`config.mk`:
```
export PLATFORM = sky130hd
export DESIGN_NAME = uart_tx_ctrl
export DESIGN_NICKNAME = d
export VERILOG_FILES = /design/src/rtl/uart_pkg.sv /design/src/rtl/uart_tx_ctrl_bit_timer.sv /design/src/rtl/uart_tx_ctrl.sv
export SDC_FILE = /design/constraint.sdc
export NUM_CORES = 1
export LEC_CHECK = 0
export CAP_MARGIN = 20
export CORE_MARGIN = 4
export CORE_UTILIZATION = 55
export DETAILED_ROUTE_END_ITERATION = 12
export GPL_TIMING_DRIVEN = 0
export PLACE_DENSITY = 0.77
export REMOVE_ABC_BUFFERS = 1
export SYNTH_ARGS = -nofsm -noshare
export SYNTH_HDL_FRONTEND = slang
export SYNTH_HIERARCHICAL = 1
export SYNTH_SLANG_ARGS = --single-unit
```
`constraint.sdc`:
```
create_clock -name clk_in -period 6.5 [get_ports clk_in]
set_input_delay 1.625 -clock clk_in [delete_from_list [all_inputs] [get_ports clk_in]]
set_output_delay 1.625 -clock clk_in [all_outputs]
set_load 0.05 [all_outputs]
```
`src/rtl/uart_pkg.sv`:
```
// Shared types, constants and the parity helper for the UART transmit controller.
package uart_pkg;

  localparam int OSM16_DEF = 16;
  localparam int OSM13_DEF = 13;
  localparam int CNT_W     = 5;

  localparam logic [1:0] WLS_5 = 2'd0;
  localparam logic [1:0] WLS_6 = 2'd1;
  localparam logic [1:0] WLS_7 = 2'd2;
  localparam logic [1:0] WLS_8 = 2'd3;

  typedef enum logic [2:0] {
    ST_IDLE   = 3'd0,
    ST_START  = 3'd1,
    ST_DATA   = 3'd2,
    ST_PARITY = 3'd3,
    ST_STOP   = 3'd4
  } tx_state_e;

  // Line-control fields captured when a frame is loaded.
  typedef struct packed {
    logic [1:0] wls;
    logic       stb;
    logic       pen;
    logic       eps;
    logic       sp;
    logic       osm;
  } frame_cfg_t;

  function automatic logic parity_bit(input logic [7:0] data, input logic [1:0] wls,
                                      input logic eps, input logic sp);
    logic [7:0] mask;
    logic       x;
    mask = 8'hFF >> (2'd3 - wls);
    x    = ^(data & mask);
    if (sp) begin
      parity_bit = ~eps;
    end else if (eps) begin
      parity_bit = x;
    end else begin
      parity_bit = ~x;
    end
  endfunction

endpackage

```
`src/rtl/uart_tx_ctrl_bit_timer.sv`:
```
// Oversample tick counter; reports the last tick of a full bit and of a half bit.
import uart_pkg::*;

module uart_bit_timer (
  input  logic             clk_in,
  input  logic             rst_in,
  input  logic             tick_in,
  input  logic             clear_in,
  input  logic [CNT_W-1:0] n_in,
  input  logic             half_in,
  output logic             full_tc_out,
  output logic             half_tc_out
);

  logic [CNT_W-1:0] cnt_q;
  logic [CNT_W-1:0] cnt_d;
  logic [CNT_W-1:0] half_n_s;
  logic             wrap_s;

  // Half bit is ceil(N/2) ticks; the counter wraps at whichever terminal is active.
  always_comb begin
    half_n_s    = (n_in + {{(CNT_W-1){1'b0}}, 1'b1}) >> 1;
    full_tc_out = tick_in && (cnt_q == (n_in - {{(CNT_W-1){1'b0}}, 1'b1}));
    half_tc_out = tick_in && (cnt_q == (half_n_s - {{(CNT_W-1){1'b0}}, 1'b1}));
    wrap_s      = half_in ? half_tc_out : full_tc_out;
    cnt_d       = cnt_q;
    if (clear_in) begin
      cnt_d = {CNT_W{1'b0}};
    end else if (wrap_s) begin
      cnt_d = {CNT_W{1'b0}};
    end else if (tick_in) begin
      cnt_d = cnt_q + {{(CNT_W-1){1'b0}}, 1'b1};
    end else begin
      cnt_d = cnt_q;
    end
  end

  // Counter register.
  always_ff @(posedge clk_in) begin
    if (rst_in) begin
      cnt_q <= {CNT_W{1'b0}};
    end else begin
      cnt_q <= cnt_d;
    end
  end

endmodule

```
`src/rtl/uart_tx_ctrl.sv`:
```
// UART transmitter: THR -> TSR frame sequencer with 16550-style framing and status.
import uart_pkg::*;

module uart_tx_ctrl #(
  parameter int OSM16 = OSM16_DEF,
  parameter int OSM13 = OSM13_DEF
) (
  input  logic       clk_in,
  input  logic       rst_in,
  input  logic       tick_in,
  input  logic       enable_in,
  input  logic       thr_wr_in,
  input  logic [7:0] thr_in,
  input  logic [1:0] wls_in,
  input  logic       stb_in,
  input  logic       pen_in,
  input  logic       eps_in,
  input  logic       sp_in,
  input  logic       bc_in,
  input  logic       osm_sel_in,
  output logic       serial_out,
  output logic       thre_out,
  output logic       temt_out,
  output logic       thre_pulse_out,
  output logic       wr_err_out
);

  localparam logic [CNT_W-1:0] N16_C = CNT_W'(OSM16);
  localparam logic [CNT_W-1:0] N13_C = CNT_W'(OSM13);

  tx_state_e  state_q, state_d;
  logic [2:0] bit_q, bit_d;
  logic [7:0] thr_q, thr_d;
  logic       thr_full_q, thr_full_d;
  logic [7:0] tsr_q, tsr_d;
  frame_cfg_t cfg_q, cfg_d;
  logic       serial_q, serial_d;
  logic       thre_q, thre_d;
  logic       temt_q, temt_d;
  logic       pulse_q, pulse_d;
  logic       wr_err_q, wr_err_d;

  frame_cfg_t       cfg_in_s;
  logic             load_s;
  logic             half_mode_s;
  logic             bit_end_s;
  logic             full_tc_s;
  logic             half_tc_s;
  logic             timer_clr_s;
  logic [2:0]       last_bit_s;
  logic [CNT_W-1:0] n_s;
  logic             line_s;

  uart_bit_timer u_timer (
    .clk_in      (clk_in),
    .rst_in      (rst_in),
    .tick_in     (tick_in),
    .clear_in    (timer_clr_s),
    .n_in        (n_s),
    .half_in     (half_mode_s),
    .full_tc_out (full_tc_s),
    .half_tc_out (half_tc_s)
  );

  // Frame-level control terms derived from the current state and latched framing.
  always_comb begin
    cfg_in_s    = '{wls: wls_in, stb: stb_in, pen: pen_in, eps: eps_in, sp: sp_in, osm: osm_sel_in};
    load_s      = (state_q == ST_IDLE) && thr_full_q && enable_in;
    n_s         = cfg_q.osm ? N13_C : N16_C;
    half_mode_s = (state_q == ST_STOP) && (bit_q == 3'd1) && cfg_q.stb && (cfg_q.wls == WLS_5);
    bit_end_s   = half_mode_s ? half_tc_s : full_tc_s;
    timer_clr_s = (!enable_in) || (state_q == ST_IDLE);
    last_bit_s  = 3'd4 + {1'b0, cfg_q.wls};
  end

  // Next-state, holding-register and output logic.
  always_comb begin
    state_d  = state_q;
    bit_d    = bit_q;
    tsr_d    = tsr_q;
    cfg_d    = cfg_q;
    thr_d    = thr_q;
    thr_full_d = thr_full_q;
    wr_err_d = 1'b0;
    line_s   = 1'b1;

    case (state_q)
      ST_IDLE: begin
        if (load_s) begin
          tsr_d   = thr_q;
          cfg_d   = cfg_in_s;
          bit_d   = 3'd0;
          state_d = ST_START;
        end else begin
          state_d = ST_IDLE;
        end
      end
      ST_START: begin
        if (bit_end_s) begin
          bit_d   = 3'd0;
          state_d = ST_DATA;
        end else begin
          state_d = ST_START;
        end
      end
      ST_DATA: begin
        if (bit_end_s && (bit_q == last_bit_s)) begin
          bit_d   = 3'd0;
          state_d = cfg_q.pen ? ST_PARITY : ST_STOP;
        end else if (bit_end_s) begin
          bit_d   = bit_q + 3'd1;
        end else begin
          state_d = ST_DATA;
        end
      end
      ST_PARITY: begin
        if (bit_end_s) begin
          bit_d   = 3'd0;
          state_d = ST_STOP;
        end else begin
          state_d = ST_PARITY;
        end
      end
      ST_STOP: begin
        // bit_q counts stop bits; a second (full or half) bit follows when stb is set.
        if (bit_end_s && cfg_q.stb && (bit_q == 3'd0)) begin
          bit_d = 3'd1;
        end else if (bit_end_s) begin
          bit_d   = 3'd0;
          state_d = ST_IDLE;
        end else begin
          state_d = ST_STOP;
        end
      end
      default: begin
        bit_d   = 3'd0;
        state_d = ST_IDLE;
      end
    endcase

    if (!enable_in) begin
      bit_d   = 3'd0;
      state_d = ST_IDLE;
    end else begin
      bit_d   = bit_d;
    end

    // A write in the transfer cycle lands after the old byte has moved to the TSR.
    if (thr_wr_in && (!thr_full_q || load_s)) begin
      thr_d      = thr_in;
      thr_full_d = 1'b1;
    end else if (thr_wr_in) begin
      wr_err_d   = 1'b1;
    end else if (load_s) begin
      thr_full_d = 1'b0;
    end else begin
      thr_full_d = thr_full_q;
    end

    case (state_d)
      ST_IDLE:   line_s = 1'b1;
      ST_START:  line_s = 1'b0;
      ST_DATA:   line_s = tsr_d[bit_d];
      ST_PARITY: line_s = parity_bit(tsr_d, cfg_d.wls, cfg_d.eps, cfg_d.sp);
      ST_STOP:   line_s = 1'b1;
      default:   line_s = 1'b1;
    endcase

    serial_d = bc_in ? 1'b0 : line_s;
    thre_d   = !thr_full_d;
    temt_d   = thre_d && (state_d == ST_IDLE);
    pulse_d  = thr_full_q && !thr_full_d;
  end

  // State, data and registered output flops.
  always_ff @(posedge clk_in) begin
    if (rst_in) begin
      state_q    <= ST_IDLE;
      bit_q      <= 3'd0;
      thr_q      <= 8'd0;
      thr_full_q <= 1'b0;
      tsr_q      <= 8'd0;
      cfg_q      <= '0;
      serial_q   <= 1'b1;
      thre_q     <= 1'b1;
      temt_q     <= 1'b1;
      pulse_q    <= 1'b0;
      wr_err_q   <= 1'b0;
    end else begin
      state_q    <= state_d;
      bit_q      <= bit_d;
      thr_q      <= thr_d;
      thr_full_q <= thr_full_d;
      tsr_q      <= tsr_d;
      cfg_q      <= cfg_d;
      serial_q   <= serial_d;
      thre_q     <= thre_d;
      temt_q     <= temt_d;
      pulse_q    <= pulse_d;
      wr_err_q   <= wr_err_d;
    end
  end

  assign serial_out     = serial_q;
  assign thre_out       = thre_q;
  assign temt_out       = temt_q;
  assign thre_pulse_out = pulse_q;
  assign wr_err_out     = wr_err_q;

endmodule

```
# After elaboration in Yosys (flattened, before gate mapping)
# Cells that the tools add are included.
[classes] n_addsub=7 order_cmp=1 eq_ne=11 n_shift=1 n_mux=33 bitwise_logic=3 reduce_logical=27
[op_table] op="$mux W3" n=13
[op_table] op="$mux W8" n=2
[op_table] op="$pmux W3 S5" n=1
[op_table] op="$mux W7" n=2
[op_table] op="$logic_and A1 B1 Y1" n=13
[op_table] op="$eq A3 B2 Y1 const B" n=4
[op_table] op="$pmux W3 S4" n=1
[op_table] op="$add A5 B1 Y5 const B" n=2
[op_table] op="$eq A5 B5 Y1" n=2
[op_table] op="$mux W1" n=10
[op_table] op="$eq A3 B1 Y1 const B" n=3
[op_table] op="$logic_not A3 Y1" n=3
[op_table] op="$and A8 B8 Y8" n=1
[op_table] op="$reduce_xor A8 Y1" n=1
[op_table] op="$shr A8 B2 Y8 const A" n=1
[op_table] op="$mux W5" n=1
[op_table] op="$sub A4 B1 Y5 const B" n=1
[op_table] op="$sub A5 B1 Y5 const B" n=1
[op_table] op="$lt A3 B4 Y1 const B" n=1
[op_table] op="$reduce_or A2 Y1" n=2
[op_table] op="$add A3 B1 Y3 const B" n=1
[op_table] op="$add A3 B2 Y3 const A" n=1
[op_table] op="$bmux W1 S3" n=1
[op_table] op="$eq A3 B3 Y1" n=1
[op_table] op="other kinds (10)" n=14
[totals] register_bits=40 inputBits=21 out_inout_bits=5 wordCells=100

# Depth between registers and ports, before layout
[logic_depth] depth_word=15 ltp_mapped=16 mapped_depth_nobuf=16

# Modules after synthesis
# Netlist, hierarchy kept.
[by_module_without_submodules] module="uart_tx_ctrl" n_inst=1 cells_per_inst=233 area_per_inst_um2=1984.4 seq_area_each_um2=700.7
[by_module_without_submodules] module="uart_bit_timer" n_inst=1 cells_per_inst=71 area_per_inst_um2=594.3 seq_area_each_um2=100.1

# Least setup slack after synthesis
# Ideal clock, no wire load.
[synth_path] path_kind="in2reg" start="input tick_in" end="register serial_q (netlist: serial_out)" setup_time_ns=0.059 t_arrival_ns=4.028 required_ns=6.441 path_slack_ns=2.413 stages=12 n_path_buf=1 path_cell_list="clkbuf_1 -> nand4_1 -> nor2_1 -> o31ai_4 -> a21bo_2 -> inv_1 -> ha_1 -> a32o_1 -> nor3_1 -> mux4_1 -> a32oi_1 -> and3_1"
[synth_between] elab_chain_cells=11 elab_cells_between_ends=27 cone_classes="eq/ne (3); mux (19); reduce/logical (5)"
[synth_rtl] element="start: declaration" line_no="uart_tx_ctrl.sv:10" text="input logic tick_in,"
[synth_rtl] element="$logic_and A1 B1 Y1 *" line_no="uart_tx_ctrl_bit_timer.sv:23" text="full_tc_out = tick_in && (cnt_q == (n_in - {{(CNT_W-1){1'b0}}, 1'b1}));"
[synth_rtl] element="via full_tc_s" line_no="uart_tx_ctrl.sv:47" text="logic full_tc_s;"
[synth_rtl] element="$mux W1 *" line_no="uart_tx_ctrl.sv:71" text="bit_end_s = half_mode_s ? half_tc_s : full_tc_s;"
[synth_rtl] element="$logic_and A1 B1 Y1 (2 in a row)" line_no="uart_tx_ctrl.sv:126" text="if (bit_end_s && cfg_q.stb && (bit_q == 3'd0)) begin"
[synth_rtl] element="$mux W3" line_no="uart_tx_ctrl.sv:126"
[synth_rtl] element="$pmux W3 S4" line_no="uart_tx_ctrl.sv:87" text="case (state_q)"
[synth_rtl] element="$mux W3" line_no="uart_tx_ctrl.sv:141" text="if (!enable_in) begin"
[synth_rtl] element="$bmux W1 S3" line_no="uart_tx_ctrl.sv:163" text="ST_DATA: line_s = tsr_d[bit_d];"
[synth_rtl] element="$mux W1 (not written as such)" line_no="uart_tx_ctrl.sv:163"
[synth_rtl] element="$pmux W1 S3 *" line_no="uart_tx_ctrl.sv:160" text="case (state_d)"
[synth_rtl] element="$mux W1 *" line_no="uart_tx_ctrl.sv:169" text="serial_d = bc_in ? 1'b0 : line_s;"
[synth_rtl] element="end signal: assignment" line_no="uart_tx_ctrl.sv:196" text="serial_q <= serial_d;"
[synth_rtl] element="end: declaration" line_no="uart_tx_ctrl.sv:37" text="logic serial_q, serial_d;"
# Mark *: on every way through the listed nets, which the timed path passes. The rest lies on a longest branch. The select of a mux whose other input is x is not followed.
# A chain may end at the register's enable or synchronous reset.

# Worst setup path in the final report
[layout_path] start="register cfg_q[0] (netlist bit)" end="register serial_q (netlist: serial_out)"
[layout_between] elab_chain_cells=15 elab_cells_between_ends=33 cone_classes="add/sub (3); eq/ne (5); mux (20); reduce/logical (5)"
[layout_rtl] element="start: declaration" line_no="uart_tx_ctrl.sv:36" text="frame_cfg_t cfg_q, cfg_d;"
[layout_rtl] element="start signal: assignment" line_no="uart_tx_ctrl.sv:195" text="cfg_q <= cfg_d;"
[layout_rtl] element="$mux W5 *" line_no="uart_tx_ctrl.sv:69" text="n_s = cfg_q.osm ? N13_C : N16_C;"
[layout_rtl] element="$add A5 B1 Y5 *" line_no="uart_tx_ctrl_bit_timer.sv:22" text="half_n_s = (n_in + {{(CNT_W-1){1'b0}}, 1'b1}) >> 1;"
[layout_rtl] element="$sub A4 B1 Y5 *" line_no="uart_tx_ctrl_bit_timer.sv:24" text="half_tc_out = tick_in && (cnt_q == (half_n_s - {{(CNT_W-1){1'b0}}, 1'b1}));"
[layout_rtl] element="$eq A5 B5 Y1 *" line_no="uart_tx_ctrl_bit_timer.sv:24"
[layout_rtl] element="$logic_and A1 B1 Y1 *" line_no="uart_tx_ctrl_bit_timer.sv:24"
[layout_rtl] element="via half_tc_s" line_no="uart_tx_ctrl.sv:48" text="logic half_tc_s;"
[layout_rtl] element="$mux W1 *" line_no="uart_tx_ctrl.sv:71"
[layout_rtl] element="$logic_and A1 B1 Y1 (2 in a row)" line_no="uart_tx_ctrl.sv:126"
[layout_rtl] element="$mux W3" line_no="uart_tx_ctrl.sv:126"
[layout_rtl] element="$pmux W3 S4" line_no="uart_tx_ctrl.sv:87"
[layout_rtl] element="$mux W3" line_no="uart_tx_ctrl.sv:141"
[layout_rtl] element="$bmux W1 S3" line_no="uart_tx_ctrl.sv:163"
[layout_rtl] element="$mux W1 (not written as such)" line_no="uart_tx_ctrl.sv:163"
[layout_rtl] element="$pmux W1 S3 *" line_no="uart_tx_ctrl.sv:160"
[layout_rtl] element="$mux W1 *" line_no="uart_tx_ctrl.sv:169"
# Marks and branches as above.

==> key figures <==
Outcome
  – Status: finished clean

Critical path
  – Crit-path cells: inv_1, ha_1, inv_1, ha_1, xnor3_1, nor2_1, a311o_1, a211oi_1, a31oi_1, o21a_1, o311ai_2, mux4_1, a32oi_1, and3_1
  – CP max-delay cell: dfxtp_1
  – Critical Path Sink Type: register
  – Startpoint types: register
  – Largest delay share family, worst path: compound AO/OA/AOI/OAI gates
  – Crit Path Max Fanout: 25
  – Worst Path Required: 6.74 ns
  – Worst path arrival time: 5.04 ns
  – CP peak stage delay: 0.85 ns
  – Setup CP Type: register to register
  – CP Buf/Inv Count: 2

Finish
  – Share of layout cells above drive strength 1: 6.97%
  – Final Net Count: 358
  – Final instance area: 2940 um2
  – Cell Count, Final, Fillers Out: 382
  – FILL cells: 397
  – Area growth from synthesis to layout: 14.1%
  – Final core utilization: 66.2%
  – # diodes: 0

Global route
  – Grt ovf: 0
  – Largest net degree at the start of global routing: 26
  – Vias in the first global route: 2040
  – Antenna violations before repair: 0
  – Global-route wire length before repair: 9.27 mm
  – GR Util All Layers: 19.4%

Route
  – WL/cell: 14.1 um
  – Vias/cell: 5.80
  – Routed vias: 2215
  – Drt first-iter violations: 141
  – Initial DRT Pass Iterations: 4
  – Drt total wl: 5.39 mm
  – Post-route ant nets: 0
  – DRC: 0

Logic synthesis
  – Mapped Avg Cell Area: 8.48 um2
  – Number of synthesized flops with an enable pin: 0
  – Synth warnings: 6
  – Yosys reg bits: 40
  – Most common cell in the netlist: dfxtp_1
  – Netlist Area Pre-Place: 2580 um2
  – Post-synth top area share: 31.1%
  – Top FF cell, synth: dfxtp_1
  – Synth unique cells: 62
  – Post-synth ARST share: 0%
  – Commonest cells in the netlist: dfxtp_1, nand2_1, a21oi_1
  – Top post-synthesis cells by area: dfxtp_1, xnor2_1, nand2_1
  – Mapped Cells: 304
  – Leading area contributor after synthesis: dfxtp_1
  – Sequential fraction of the synthesis area: 31.1%

Place
  – Routability cong.: 0.931
  – Place WS: 1.58 ns
  – PortBufs: 25
  – Post-DP Area: 2850 um2
  – Placed insts: 374
  – DP Wirelength: 4.03 mm

Power and ir drop
  – Seq pwr share: 50.0%
  – Sw frac: 27.2%
  – Clock share of power: 33.4%
  – Internal power: 380 uW
  – VDD IR max: 0.135 mV
  – Logic pwr share: 16.6%
  – Power Total: 521 uW
  – Static leakage: 1.10 nW
  – NetSw: 142 uW
  – Cell Pwr Density: 177 nW/um2

CTS
  – Post-CTS Setup Bufs: 0
  – Num CTS Buffers: 5
  – Clock slew at reported path FFs: 0.08 ns
  – Clock Sinks: 40
  – Gates resized, CTS repair: 0
  – Skew-Pair Late Insertion Delay: 0.29 ns
  – TritonCTS clock tree: yes
  – CTS Hold Buffers Added: 0
  – Htree depth: 2
  – Clock buffer depth: 2
  – CTS root buffer: clkbuf_8

Floorplan
  – Die height: 76.5 um
  – Ports: 26
  – Die X: 76.5 um
  – Core area: 4440 um2
  – Starting Density: 58.0%
  – Row count: 24
  – Die area: 5850 um2

STA
  – Fin crit period: 4.80 ns
  – Max-slew headroom: 38.7%
  – Final hold violation count: 0
  – Max Fclk: 208 MHz
  – Period utilisation layout: 73.8%
  – # setup viols final: 0
  – Fin Hold WS: 0.481 ns
  – Post-layout worst setup margin: 1.70 ns
  – Slew Limit Fails: 0
  – Setup TNS: 0 ns
  – Worst Tran Pin Value: 0.917 ns
  – Worst clock skew: 0.00787 ns
  – Unrepaired setup endpoints after global routing: no

Worst hold path
  – Min-delay worst type: register to register

Run
  – Maxcap violations: 0
==> layout by cell type (no fill, tap or decap), types with 2 or more instances in the layout <==
cell type and instances:
dfxtp_1 40, nand2_1 36, clkdlybuf4s50_1 25, a21oi_1 22
nor3_1 19, inv_1 16, xnor2_1 16, nor2_1 16
nand3_1 14, xor2_1 12, mux2i_1 10, ha_1 8
nand2b_1 7, clkbuf_8 6, nor3b_1 5, nand4_1 5
conb_1 5, a31oi_1 4, o211ai_1 4, and3_1 3
o21ai_0 3, or2b_1 2, nor2b_1 2, a211o_1 2
a211oi_1 2, and2_1 2, o21a_1 2, o31ai_1 2
mux2_2 2, a311o_1 2, a221oi_1 2, xnor3_1 2
nor4_1 2, clkinvlp_4 2
==> logic make-up after synthesis <==
| group | after synthesis | synth area share, % |
|---|---|---|
| AOI/OAI and AO/OA | 58 | 16.9 |
| xor gates and xnor gates | 30 | 11.3 |
| adders and majority gates | 8 | 3.88 |
| buffers and inverters | 28 | 5.39 |
| DFF | 40 | 31.1 |
| muxes | 13 | 5.77 |
| other | 1 | 0.145 |
| and+or+nand+nor | 126 | 25.6 |
==> cell type report <==
| cell class | count | area (um2) | share of cell area (%) |
|---|---|---|---|
| Multi-Input combinational cell | 240 | 1650 | 56.2 |
| Sequential cell | 40 | 801 | 27.2 |
| Timing Repair Buffer | 26 | 265 | 9.01 |
| Clock buffer | 6 | 82.6 | 2.81 |
| Tap cell | 52 | 65.1 | 2.21 |
| Inverter | 16 | 60.1 | 2.04 |
| Clock inverter | 2 | 15.0 | 0.510 |
==> registers in the layout (all words and copies together), names as in the netlist <==
| signal | cells |
|---|---|
| u_timer/cnt_q | 5 |
| wr_err_out | 1 |
| thre_out | 1 |
| state_q | 3 |
| thr_full_q | 1 |
| serial_out | 1 |
| bit_q | 3 |
| tsr_q | 8 |
| cfg_q | 7 |
| thre_pulse_out | 1 |
| temt_out | 1 |
| thr_q | 8 |
==> metal layers <==
layer,track usage [%],wire length [um],up-vias
met5,0,0,-
met4,8.51,105,0
met3,4.14,204,10
met2,34.7,2650,40
met1,22.1,2430,1039
li1,-,-,1126
==> power by group through the flow <==
stage | clock, mW | combinational (mW) | sequential [mW]
2_1_floorplan | 0 | 0.0503 | 0.270
3_3_place_gp | 0 | 0.0837 | 0.266
3_5_place_dp | 0 | 0.0861 | 0.267
4_1_cts | 0.178 | 0.0866 | 0.261
5_1_grt | 0.189 | 0.0946 | 0.263
6_report | 0.174 | 0.0863 | 0.261
==> final timing paths <==
path                            startpoint          to  slack, ns  cells after the start
worst max-delay path              cfg_q[0]  serial_out       1.70                     14
worst min-delay path              thr_q[4]    thr_q[4]       0.48                      2
worst max register to register    cfg_q[0]  serial_out       1.70                     14
worst min register to register    thr_q[4]    thr_q[4]       0.48                      2
==> worst min-delay path, cell delays in order, from the launching register on <==
cell     delay [ns]
dfxtp_1        0.33
nand2_1        0.06
a21oi_1        0.05
Power figures use the tool's default switching activity.
